==> config.mk <==
export PLATFORM = sky130hd
export DESIGN_NAME = hs_dpath_sfr_arb
export DESIGN_NICKNAME = d
export VERILOG_FILES = /design/src/rtl/hs_dpath_sfr_arb.sv
export SDC_FILE = /design/constraint.sdc
export NUM_CORES = 1
export LEC_CHECK = 0
export ABC_AREA = 1
export CORE_MARGIN = 2
export CORE_UTILIZATION = 30
export DETAILED_ROUTE_END_ITERATION = 7
export PLACE_DENSITY = 0.82
export SYNTH_ARGS = -nofsm -noshare
export SYNTH_HDL_FRONTEND = slang
export SYNTH_SLANG_ARGS = --single-unit
==> constraint.sdc <==
create_clock -name clk -period 2.4 [get_ports clk]
set_clock_uncertainty 0.05 [all_clocks]
set_input_delay 0.48 -clock clk [delete_from_list [all_inputs] [get_ports clk]]
set_output_delay 0.48 -clock clk [all_outputs]
set_load 0.01 [all_outputs]
==> src/rtl/hs_dpath_sfr_arb.sv <==
// hs_dpath_sfr_arb: round-robin arbiter feeding a fixed-latency pipeline, routing responses back by owner tag
module hs_dpath_sfr_arb #(
   parameter int NUM_REQ = 4,
   parameter int DATA_W  = 32,
   parameter int LATENCY = 3
) (
   input  logic                      clk,
   input  logic                      rst,
   input  logic [NUM_REQ-1:0]        req_valid,
   input  logic [NUM_REQ*DATA_W-1:0] req_data,
   output logic [NUM_REQ-1:0]        req_ready,
   input  logic [NUM_REQ-1:0]        req_mask,
   input  logic                      flush,
   output logic                      pipe_din_valid,
   output logic [DATA_W-1:0]         pipe_din,
   input  logic [DATA_W-1:0]         pipe_dout,
   output logic [NUM_REQ-1:0]        resp_valid,
   output logic [DATA_W-1:0]         resp_data
);
   localparam int IW = $clog2(NUM_REQ);
   logic [IW-1:0]      last_grant, gnt_idx;
   logic [NUM_REQ-1:0] elig;
   logic [LATENCY-1:0] tag_v;
   logic [NUM_REQ-1:0] tag_id [LATENCY];

   function automatic logic [IW-1:0] rr_idx(input logic [IW-1:0] lg, input int k);
      int j;
      j = int'(lg) + 1 + k;
      return IW'(j >= NUM_REQ ? j - NUM_REQ : j);
   endfunction

   assign elig = (rst || flush) ? '0 : req_valid & req_mask;

   // scan lowest priority first so the highest-priority eligible index wins
   always_comb begin
      gnt_idx = '0;
      for (int k = NUM_REQ - 1; k >= 0; k--)
         if (elig[rr_idx(last_grant, k)]) gnt_idx = rr_idx(last_grant, k);
      pipe_din_valid = |elig;
      req_ready      = pipe_din_valid ? NUM_REQ'(1) << gnt_idx : '0;
      pipe_din       = pipe_din_valid ? req_data[gnt_idx*DATA_W +: DATA_W] : '0;
   end

   always_ff @(posedge clk) begin
      if (rst) begin
         last_grant <= IW'(NUM_REQ - 1);
         tag_v      <= '0;
      end else begin
         if (pipe_din_valid) last_grant <= gnt_idx;
         tag_v <= flush ? '0 : LATENCY'({tag_v, pipe_din_valid});
      end
      tag_id[0] <= req_ready;
      for (int k = 1; k < LATENCY; k++) tag_id[k] <= tag_id[k-1];
   end

   assign resp_valid = (tag_v[LATENCY-1] && !rst) ? tag_id[LATENCY-1] : '0;
   assign resp_data  = |resp_valid ? pipe_dout : '0;
endmodule

-- Yosys cells after proc, flatten, opt, wreduce, memory -nomap -nowiden
Memory sizes are Yosys's and may differ from the RTL's.
Index checks and enable logic that the tools add are counted.
- bits in registers: 5
- bits in writable memories: 12
- input port bits: 171
- output and inout bits: 73
- logic and storage cells: 49
- memories kept: 1
- $add $sub $neg: 8
- magnitude comparators: 8
- shift-type cells: 2
- mux-type cells: 21
- bitwise logic cells: 1
- reduce and logical (&&, ||, !) cells: 6
- memories (memory ; depth ; bits a word ; read ports ; clocked after Yosys merged registers in ; write ports ; line ; text):
    tag_id ; 3 ; 4 ; 3 ; 0 ; 3 ; 24 ; logic [NUM_REQ-1:0] tag_id [LATENCY];
- operators with widths (operator ; number):
    $shiftx 128x8->32 ; 1
    $mux 32 ; 2
    $mux 2 ; 8
    $ge 4x3->1 const B ; 3
    $lt 2x3->1 const B ; 4
    $mux 4 ; 3
    $add 3x2->4 const B ; 2
    $bmux 1 s2 ; 4
    $reduce_or 4->1 ; 2
    $sub 2x1->2 const B ; 4
    $add 3x1->4 const B ; 1
    $and 4x4->4 ; 1
    $mux 1 ; 4
    $shl 1x2->4 const A ; 1
    $add 2x1->3 const B ; 1
    $ge 3x3->1 const B ; 1
    $reduce_or 2->1 ; 1
    $logic_and 1x1->1 ; 1
    $logic_not 1->1 ; 1
    $logic_or 1x1->1 ; 1

-- Logic depth before layout (Yosys ltp)
Gate-level depths: netlist (run 1).
- word-level depth: 12
- depth in mapped cells: 17
- mapped depth without buffers: 14

-- Least setup slack after synthesis (run 1)
No wires, ideal clock.
- path type: in2out
- start point: in flush
- end point: out pipe_din[24]
- arrival time: 1.846 ns
- data required time: 1.870 ns
- setup slack: 0.024 ns
- cell stages on the path: 14
- buffers on the path: 3
- cell sequence: nor2_4 -> buf_6 -> nand3_1 -> a21oi_1 -> nand2_1 -> nand2_1 -> inv_1 -> nand2_1 -> buf_4 -> buf_4 -> nand4_1 -> nand2_1 -> nor2_1 -> nor2_1
- word-level cells in the longest chain between the ends: 10
- elaborated cells on any way between the ends: 17
- those cells by class: 1 x shift; 14 x mux; 2 x reduce/logical
- RTL lines (what ; line ; text):
    from (decl) ; 13 ; input logic flush,
    $logic_or 1x1->1 (*) ; 32 ; assign elig = (rst || flush) ? '0 : req_valid & req_mask;
    $mux 4 (*) ; 32 ;
    $bmux 1 s2 ; 38 ; if (elig[rr_idx(last_grant, k)]) gnt_idx = rr_idx(last_grant, k);
    $mux 1 (implied by the code) ; 38 ;
    $mux 2 (4 in a row) ; 38 ;
    $shiftx 128x8->32 ; 41 ; pipe_din = pipe_din_valid ? req_data[gnt_idx*DATA_W +: DATA_W] : '0;
    $mux 32 (*) ; 41 ;
    to (decl) ; 15 ; output logic [DATA_W-1:0] pipe_din,
Every way passes the cells marked *; elsewhere a longest branch is shown, timed or not. The select of a mux whose other input is x is not followed.

-- Worst setup path in the final report (run 1)
- start point: in flush
- end point: out req_ready[1]
- word-level cells in the longest chain between the ends: 10
- elaborated cells on any way between the ends: 17
- those cells by class: 1 x shift; 14 x mux; 2 x reduce/logical
- RTL lines (what ; line ; text):
    $logic_or 1x1->1 (*) ; 32 ;
    $mux 4 (*) ; 32 ;
    $bmux 1 s2 ; 38 ;
    $mux 1 (implied by the code) ; 38 ;
    $mux 2 (4 in a row) ; 38 ;
    $shl 1x2->4 ; 40 ; req_ready = pipe_din_valid ? NUM_REQ'(1) << gnt_idx : '0;
    $mux 4 (*) ; 40 ;
    to (decl) ; 11 ; output logic [NUM_REQ-1:0] req_ready,
Marks and branches as above.

==> results of run 1 <==
## layout make-up
class	instances	area share [%]
flip-flops and latches	17	5.43
multi-input cells	355	33.2
inverters	56	3.48
well taps	102	2.02
repair buffers	335	55.2
clock inverters	1	0.0791
clock buffers	3	0.652
## cells in the final DEF, fill, tap and decap left out, types with 23 or more instances in the layout
cell type	n
clkdlybuf4s50_1	164
nor2_1	96
nand2_1	71
nand4_1	64
nand3_1	49
inv_1	44
buf_4	39
buf_2	34
nand3_2	24
buf_6	23
## through the flow
step	hold slack [ns]	power [uW]	TNS, ns	cells
3_3_place_gp	0.261	1350	-56.43	810
5_1_grt	0.283	2120	-19.25	869
3_5_place_dp	0.262	1360	-60.44	810
2_1_floorplan	0.260	814	0	471
4_1_cts	0.277	1890	-10.45	857
6_report	0.278	2010	-14.14	869
## what timing repair did
action                                  CTS  global route
buffers inserted                         24            15
endpoints found under the setup margin   73            54
resized for setup                       321            78
cloned                                   19             3
pin swaps                                57            67
## cells by family after synthesis
| kind of cell | Yosys count | synth area share [%] |
|---|---|---|
| buffers and inverters | 100 | 19.2 |
| and+or+nand+nor | 351 | 66.1 |
| DFF | 17 | 14.0 |
| AOI/OAI and AO/OA | 3 | 0.721 |
## Yosys cell counts
cell | number | area [um^2]
a21oi_1 | 1 | 5.00
nor4_1 | 1 | 6.26
nor2_4 | 1 | 11.3
nand4_1 | 64 | 400
inv_1 | 53 | 199
o211ai_1 | 1 | 7.51
nand3_1 | 77 | 385
dfxtp_1 | 17 | 340
clkbuf_1 | 9 | 33.8
buf_4 | 14 | 105
nand3_2 | 2 | 20.0
buf_6 | 2 | 22.5
inv_2 | 2 | 7.51
nand2_2 | 1 | 6.26
clkinv_1 | 1 | 3.75
nor2_2 | 1 | 6.26
nor2_1 | 109 | 409
o21ai_0 | 1 | 5.00
nand2_1 | 93 | 349
buf_2 | 19 | 95.1
nor3_1 | 1 | 5.00
and3_1 | 1 | 6.26
## worst register-to-register path: cells and delay by family, from the launching register on
kind                   cells  cell delay [ns]
buffers and inverters     10             1.17
and+or+nand+nor            7             0.73
DFF                        1             0.36
## sequential cells by signal (all words and copies together) (netlist names)
register and count:
tag_v 3, last_grant 2, tag_id 12
## worst paths after layout
path         slack (ns)     startpoint      endpoint  cells past startpoint
max reg2reg        0.06  last_grant[0]  tag_id[0][1]                     17
min reg2reg        0.28   tag_id[0][5]  tag_id[0][9]                      0
min                0.28   tag_id[0][5]  tag_id[0][9]                      0
max               -0.50          flush  req_ready[1]                     16
## where the power goes
group | internal, uW | switching (uW)
Combinational | 800 | 678
Clock | 115 | 100
Sequential | 308 | 10.0
## routing by layer
metal | track usage (%) | vias up
met3 | 8.03 | 65
met1 | 33.1 | 2078
met2 | 63.5 | 271
met4 | 17.8 | 0
met5 | 0 | -
li1 | - | 2145
==> results.json, run 1 <==
{
  "status": "complete, but fails checks",
  "failed_checks": "setup timing",
  "die-height_um": 94.0,
  "cts_sinks": 17,
  "syn_area_um2": 2430,
  "dr.pass1.iters": 5,
  "fin_util_pct": 81.5,
  "synth_warnings": 0,
  "fillCellCount": 532,
  "drv_slew": 0,
  "cp_top_family": "simple AND/OR/NAND/NOR gates",
  "slew_headroom_pct": 82.8,
  "timing.final.crit_share_pct": 121,
  "max_freq_ghz": 0.345,
  "drt_iter0_markers": 251,
  "detailed_place.area_um2": 5150,
  "cts-hold-fix-buffers": 0,
  "wire_per_inst_um": 18.1,
  "route.detailed.drc": 0,
  "drt-total-wl_um": 15800,
  "dp.final_hpwl_um": 9910,
  "crit_buf_inv": 8,
  "dieWidth_um": 94.0,
  "cpMaxStageDelayCell": "nor2_4",
  "coreArea_um2": 7770,
  "arrival_ns": 2.37,
  "layout-drive-gt1-share_pct": 29.2,
  "p_leak_uw": 0.00314,
  "port-buffer-count": 243,
  "root_buffer": "clkbuf_8",
  "fin_ws_ns": -0.500,
  "clock_latency_ns": 0.26,
  "multiInputGateArea_um2": 2100,
  "clkTransAtPathRegs_ns": 0.06,
  "ys_types": 22,
  "via_count": 4559,
  "synth.avg_cell_area_um2": 5.16,
  "max_cap_violations": 0,
  "max_stage_delay_ns": 0.23,
  "initial_core_util_pct": 31.3,
  "antennaDiodeCount": 0,
  "dr.max_layer_used": "met4",
  "met3_length_um": 1510,
  "worstPathCellList": "buf_8, nor2_4, nand3_2, nand2_4, nand2_4, inv_4, nor2_4, nor2_4, nor2_4, buf_6, buf_8, buf_6, buf_6, buf_6, nor2_4, buf_6",
  "grt_usage_pct": 33.4,
  "hp-class": "flip-flop to flip-flop",
  "ant_nets": 0,
  "grt_pass1_vias": 4647,
  "end_kind": "primary output",
  "synthCells": 471,
  "cts_buffers": 3,
  "start_kind": "input pin",
  "powerDensity_nw_per_um2": 318,
  "worstSetupPathType": "input pin to primary output",
  "grt-ovfl-total": 0,
  "dp_slack_ns": -1.13,
  "crit_path_max_fanout": 6,
  "grt_max_degree": 29,
  "ctsLongestPathBuffers": 2,
  "irDropWorstVdd_mv": 0.222,
  "ys_ff_latch": 17,
  "die_area_um2": 8840,
  "fin_nets": 939,
  "required_ns": 1.87,
  "synthesis.nets": 642,
  "setup_viol": 36,
  "row_count": 32,
  "seq_area_frac_synth_pct": 14.0,
  "cts_tree": "yes",
  "rsz0062_at_grt": "true",
  "h-tree-depth": 1,
  "hold_viol_final": 0,
  "finalCriticalPeriod_ns": 2.90,
  "vias_per_cell": 5.25,
  "final-seq-area_um2": 344,
  "design_area_um2": 6330,
  "antenna_found_initial": 0,
  "met2_length_um": 8300,
  "io_pins": 244,
  "wl_met1_um": 5000,
  "place_congestion": 0.923,
  "tightest_slew_ns": 0.257,
  "grt_pass1_wl_um": 23000,
  "areaGrowthSynthToFinish_pct": 161
}
Note: power is estimated with default switching activity, not from simulation.
==> run 2: changes to the inputs <==
- SKIP_CTS_REPAIR_TIMING: not set -> 1
==> run 2 against run 1 <==
Net effect:
- the flow still finishes with violations (setup timing)
- critical path depth unchanged
- cell count is 2.3% lower
- sequential cell count is the same
==> results.json, run 2 (synthesized netlist as in run 1, its figures left out) <==
{
  "status": "complete, but fails checks",
  "failed_checks": "setup timing",
  "route.detailed.drc": 0,
  "die-height_um": 94.0,
  "areaGrowthSynthToFinish_pct": 154,
  "initial_core_util_pct": 31.3,
  "vias_per_cell": 5.36,
  "antennaDiodeCount": 0,
  "fin_hold_ws_ns": 0.277,
  "h-tree-depth": 1,
  "timing.final.crit_share_pct": 117,
  "reg.largest.list": "tag_id (12), tag_v (3), last_grant (2)",
  "max_freq_ghz": 0.356,
  "layout_commonest_cell": "clkdlybuf4s50_1",
  "grt_pass1_vias": 3999,
  "powerDensity_nw_per_um2": 310,
  "wire_per_inst_um": 18.8,
  "grt_usage_pct": 26.5,
  "hold_viol_final": 0,
  "hp-class": "flip-flop to flip-flop",
  "antenna_found_initial": 0,
  "ctsLongestPathBuffers": 2,
  "tightest_slew_ns": 0.213,
  "dp.final_hpwl_um": 9910,
  "final_cell_mix": "clkdlybuf4s50_1, nor2_1, nand2_1",
  "cts_buffers": 3,
  "fin_ws_ns": -0.407,
  "max_cap_violations": 0,
  "cts_sinks": 17,
  "ant_nets": 0,
  "slew_headroom_pct": 85.7,
  "setup_viol": 36,
  "coreArea_um2": 7770,
  "cts_tree": "yes",
  "fin_nets": 919,
  "irDropWorstVdd_mv": 0.217,
  "layout-drive-gt1-share_pct": 24.9,
  "power_uw": 1910,
  "p_leak_uw": 0.00362,
  "drt-total-wl_um": 15900,
  "die_area_um2": 8840,
  "clkTransAtPathRegs_ns": 0.06,
  "end_kind": "primary output",
  "arrival_ns": 2.28,
  "clock_latency_ns": 0.26,
  "grt-ovfl-total": 0,
  "io_pins": 244,
  "dr.pass1.iters": 8,
  "root_buffer": "clkbuf_8",
  "required_ns": 1.87,
  "dp_slack_ns": -1.13,
  "largest_register_ffs": 12,
  "drt_iter0_markers": 259,
  "start_kind": "flip-flop",
  "worstSetupPathType": "flip-flop to primary output",
  "drv_slew": 0,
  "crit_path_max_fanout": 8,
  "port-buffer-count": 243,
  "dieWidth_um": 94.0,
  "rsz0062_at_grt": "true",
  "row_count": 32,
  "top_register": "tag_id",
  "place_congestion": 0.923,
  "grt_pass1_wl_um": 18600,
  "finalCriticalPeriod_ns": 2.81,
  "via_count": 4554,
  "grt_max_degree": 57
}
[run 2: cell count changes in the layout (fill, tap and decap cells not counted), sizes merged]
| cell | before | now |
|---|---|---|
| buf | 130 | 82 |
| dlymetal6s2s | 0 | 45 |
| clkbuf | 7 | 26 |
| clkdlybuf4s15 | 19 | 0 |
| dlygate4sd2 | 18 | 0 |
| nand2 | 94 | 95 |
[run 2: final timing paths]
| path | start | endpoint | slack, ns | cells after the start |
|---|---|---|---|---|
| setup / recovery | last_grant[0] | pipe_din[28] | -0.41 | 16 |
| hold / removal | tag_id[0][3] | tag_id[0][7] | 0.28 | 0 |
| setup reg to reg | last_grant[0] | last_grant[0] | 0.34 | 13 |
| hold reg to reg | tag_id[0][3] | tag_id[0][7] | 0.28 | 0 |
[run 2: power by group]
part	total (uW)	switching, uW	internal (uW)
clock network	217	102	116
logic	1370	647	722
registers	322	13.3	309
total	1910	762	1150
[run 2: worst max-delay path, cell delays in order (launching register included)]
cell     delay [ns]
dfxtp_4        0.39
nand2_2        0.08
inv_2          0.04
nor2_4         0.16
inv_2          0.06
nand2_2        0.09
nand2_2        0.06
inv_2          0.10
nand2_4        0.08
nand2_8        0.11
buf_4          0.16
buf_6          0.13
nand4_1        0.09
nand2_1        0.10
nor2_1         0.05
nor2_1         0.14
buf_2          0.16
[run 2: area by class of cell]
type,instances,area [um^2]
fill,542,1610
clock inverter,1,5.00
sequential,17,345
tap,102,128
clock buffer,3,41.3
inverter,56,213
multi-input combinational,356,2040
timing repair buffer,314,3390
[run 2: layer usage]
metal	vias to the layer above	global-route usage [%]	wire, um
met5	-	0	0
met1	2098	26.2	5180
met3	60	8.03	1670
met4	0	10.3	712
li1	2095	-	-
met2	301	51.1	8390
[run 2: stage by stage]
| step | util [%] | instance area, um^2 | setup TNS, ns | std cells |
|---|---|---|---|---|
| 2_1_floorplan | - | 2430 | 0 | 471 |
| 3_3_place_gp | 66.3 | 5150 | -56.43 | 810 |
| 3_5_place_dp | 66.3 | 5150 | -60.44 | 810 |
| 4_1_cts | 66.9 | 5200 | -60.88 | 814 |
| 5_1_grt | 79.3 | 6160 | -16.17 | 849 |
| 6_report | 79.3 | 6160 | -12.17 | 849 |
==> run 3: changes to the inputs <==
- CORE_ASPECT_RATIO: not set -> 0.8
- CORE_MARGIN: 2 -> not set
==> run 3 against run 2 <==
Net effect:
- critical path depth rose by 2
- cell count rose by 0.12%
- sequential cell count did not move
- the run still ends with setup timing left
- largest cell class unchanged
- critical endpoint is now pipe_din[19]
==> results.json, run 3 (synthesized netlist as in run 1, its figures left out) <==
{
  "status": "complete, but fails checks",
  "failed_checks": "setup timing",
  "vias_per_cell": 5.40,
  "cts_buffers": 3,
  "layout-drive-gt1-share_pct": 22.1,
  "grt_pass1_vias": 3614,
  "die-height_um": 82.5,
  "cpMaxStageDelayCell": "clkbuf_16",
  "grt_pass1_wl_um": 16300,
  "antenna_found_initial": 0,
  "slew_headroom_pct": 76.1,
  "swShare_pct": 39.4,
  "worstPathCellList": "buf_8, nor2_4, buf_12, nand3_1, nand3_2, nand2_4, nand2_4, nand2_4, nand2_4, nand2_4, buf_6, buf_6, clkbuf_16, nand3_2, nand2_1, nor2_1, nor2_1, buf_2",
  "end_kind": "primary output",
  "powerDensity_nw_per_um2": 304,
  "irDropWorstVdd_mv": 0.226,
  "worstSetupPathType": "input pin to primary output",
  "timing.final.crit_share_pct": 121,
  "p_seq_share_pct": 17.5,
  "io_pins": 244,
  "port-buffer-count": 243,
  "tightest_slew_ns": 0.356,
  "clkTransAtPathRegs_ns": 0.06,
  "drt-total-wl_um": 15300,
  "drv_slew": 0,
  "setup_viol": 36,
  "final_cell_mix": "clkdlybuf4s50_1, nor2_1, nand2_1",
  "p_clk_share_pct": 11.3,
  "required_ns": 1.87,
  "areaGrowthSynthToFinish_pct": 147,
  "route.detailed.drc": 0,
  "power_uw": 1830,
  "die_area_um2": 8470,
  "max_cap_violations": 0,
  "dr.pass1.iters": 5,
  "final-instance-count-excl-fill": 850,
  "p_leak_uw": 0.00369,
  "dp.final_hpwl_um": 8660,
  "cts_tree": "yes",
  "pwr-share-comb_pct": 71.2,
  "crit_top_cell": "nand2_4",
  "ctsLongestPathBuffers": 2,
  "drt_iter0_markers": 251,
  "cts_sinks": 17,
  "root_buffer": "clkbuf_8",
  "initial_core_util_pct": 32.0,
  "largest_register_ffs": 12,
  "start_kind": "input pin",
  "grt_usage_pct": 24.0,
  "max_stage_delay_ns": 0.17,
  "fin_ws_ns": -0.508,
  "ant_nets": 0,
  "h-tree-depth": 1,
  "hp-class": "flip-flop to flip-flop",
  "arrival_ns": 2.38,
  "dp_cells": 804,
  "wire_per_inst_um": 18.0,
  "hold_viol_final": 0,
  "place_congestion": 0.981,
  "setup_tns_ns": -13.92,
  "grt_max_degree": 65,
  "finalCriticalPeriod_ns": 2.91,
  "rsz0062_at_grt": "true",
  "clock_latency_ns": 0.25,
  "grt-ovfl-total": 0,
  "coreArea_um2": 7600,
  "top_register": "tag_id",
  "dieWidth_um": 103,
  "crit_path_max_fanout": 8,
  "max_freq_ghz": 0.344,
  "via_count": 4590,
  "reg.largest.list": "tag_id (12), tag_v (3), last_grant (2)",
  "fin_nets": 917,
  "switchingPower_uw": 718,
  "antennaDiodeCount": 0,
  "row_count": 28,
  "power.internal_uw": 1110,
  "layout_commonest_cell": "clkdlybuf4s50_1"
}
## run 3: changes by cell type in the layout (fill, tap and decap cells not counted), moves of 5 or more
cell,delta
nor2_2,+6
nand3_2,-10
dlymetal6s2s_1,+9
clkbuf_2,+6
nor2_4,-6
buf_6,+5
nand3_1,+7
buf_2,-13
## run 3: cell type report
cell class                 instances  area [um^2]
clock inverter                     1         5.00
sequential                        17          344
tap                              105          131
multi-input combinational        354         1920
inverter                          56          210
fill                             531         1590
clock buffer                       3         41.3
timing repair buffer             314         3350
## run 3: critical path: cells and delay by family
family                 cells  cell delay, ns
buffers and inverters      6            0.79
AND/OR/NAND/NOR           12            1.10
## run 3: stage by stage
stage	utilization, %	hold WS [ns]	instance area (um^2)	setup WS (ns)
after floorplan	-	0.260	2430	0.0237
after global placement	66.6	0.260	5060	-1.07
after detailed placement	66.6	0.264	5060	-1.19
after CTS	67.2	0.279	5110	-1.19
after global routing	79.0	0.287	6010	-0.601
final	79.0	0.277	6010	-0.508
## run 3: final timing paths
| kind | start | to | slack, ns | cells past startpoint |
|---|---|---|---|---|
| max | rst | pipe_din[19] | -0.51 | 18 |
| min | tag_id[0][2] | tag_id[0][6] | 0.28 | 0 |
| max reg2reg | last_grant[0] | tag_id[0][0] | 0.50 | 12 |
| min reg2reg | tag_id[0][2] | tag_id[0][6] | 0.28 | 0 |
## run 3: power by group through the flow
stage / Combinational, uW / Clock, uW / Sequential (uW)
finish: 1300 / 206 / 319
global route: 1380 / 225 / 322
CTS: 1030 / 213 / 319
detailed placement: 1020 / 0 / 325
global placement: 1000 / 0 / 323
floorplan: 495 / 0 / 320
## run 3: metal layers
layer  global-route usage, %  routed length [um]  up-vias
li1                        -                   -     2098
met1                    26.4                5590     2111
met2                    45.9                7490      314
met3                    4.46                1530       67
met4                    8.86                 701        0
met5                       0                   0        -
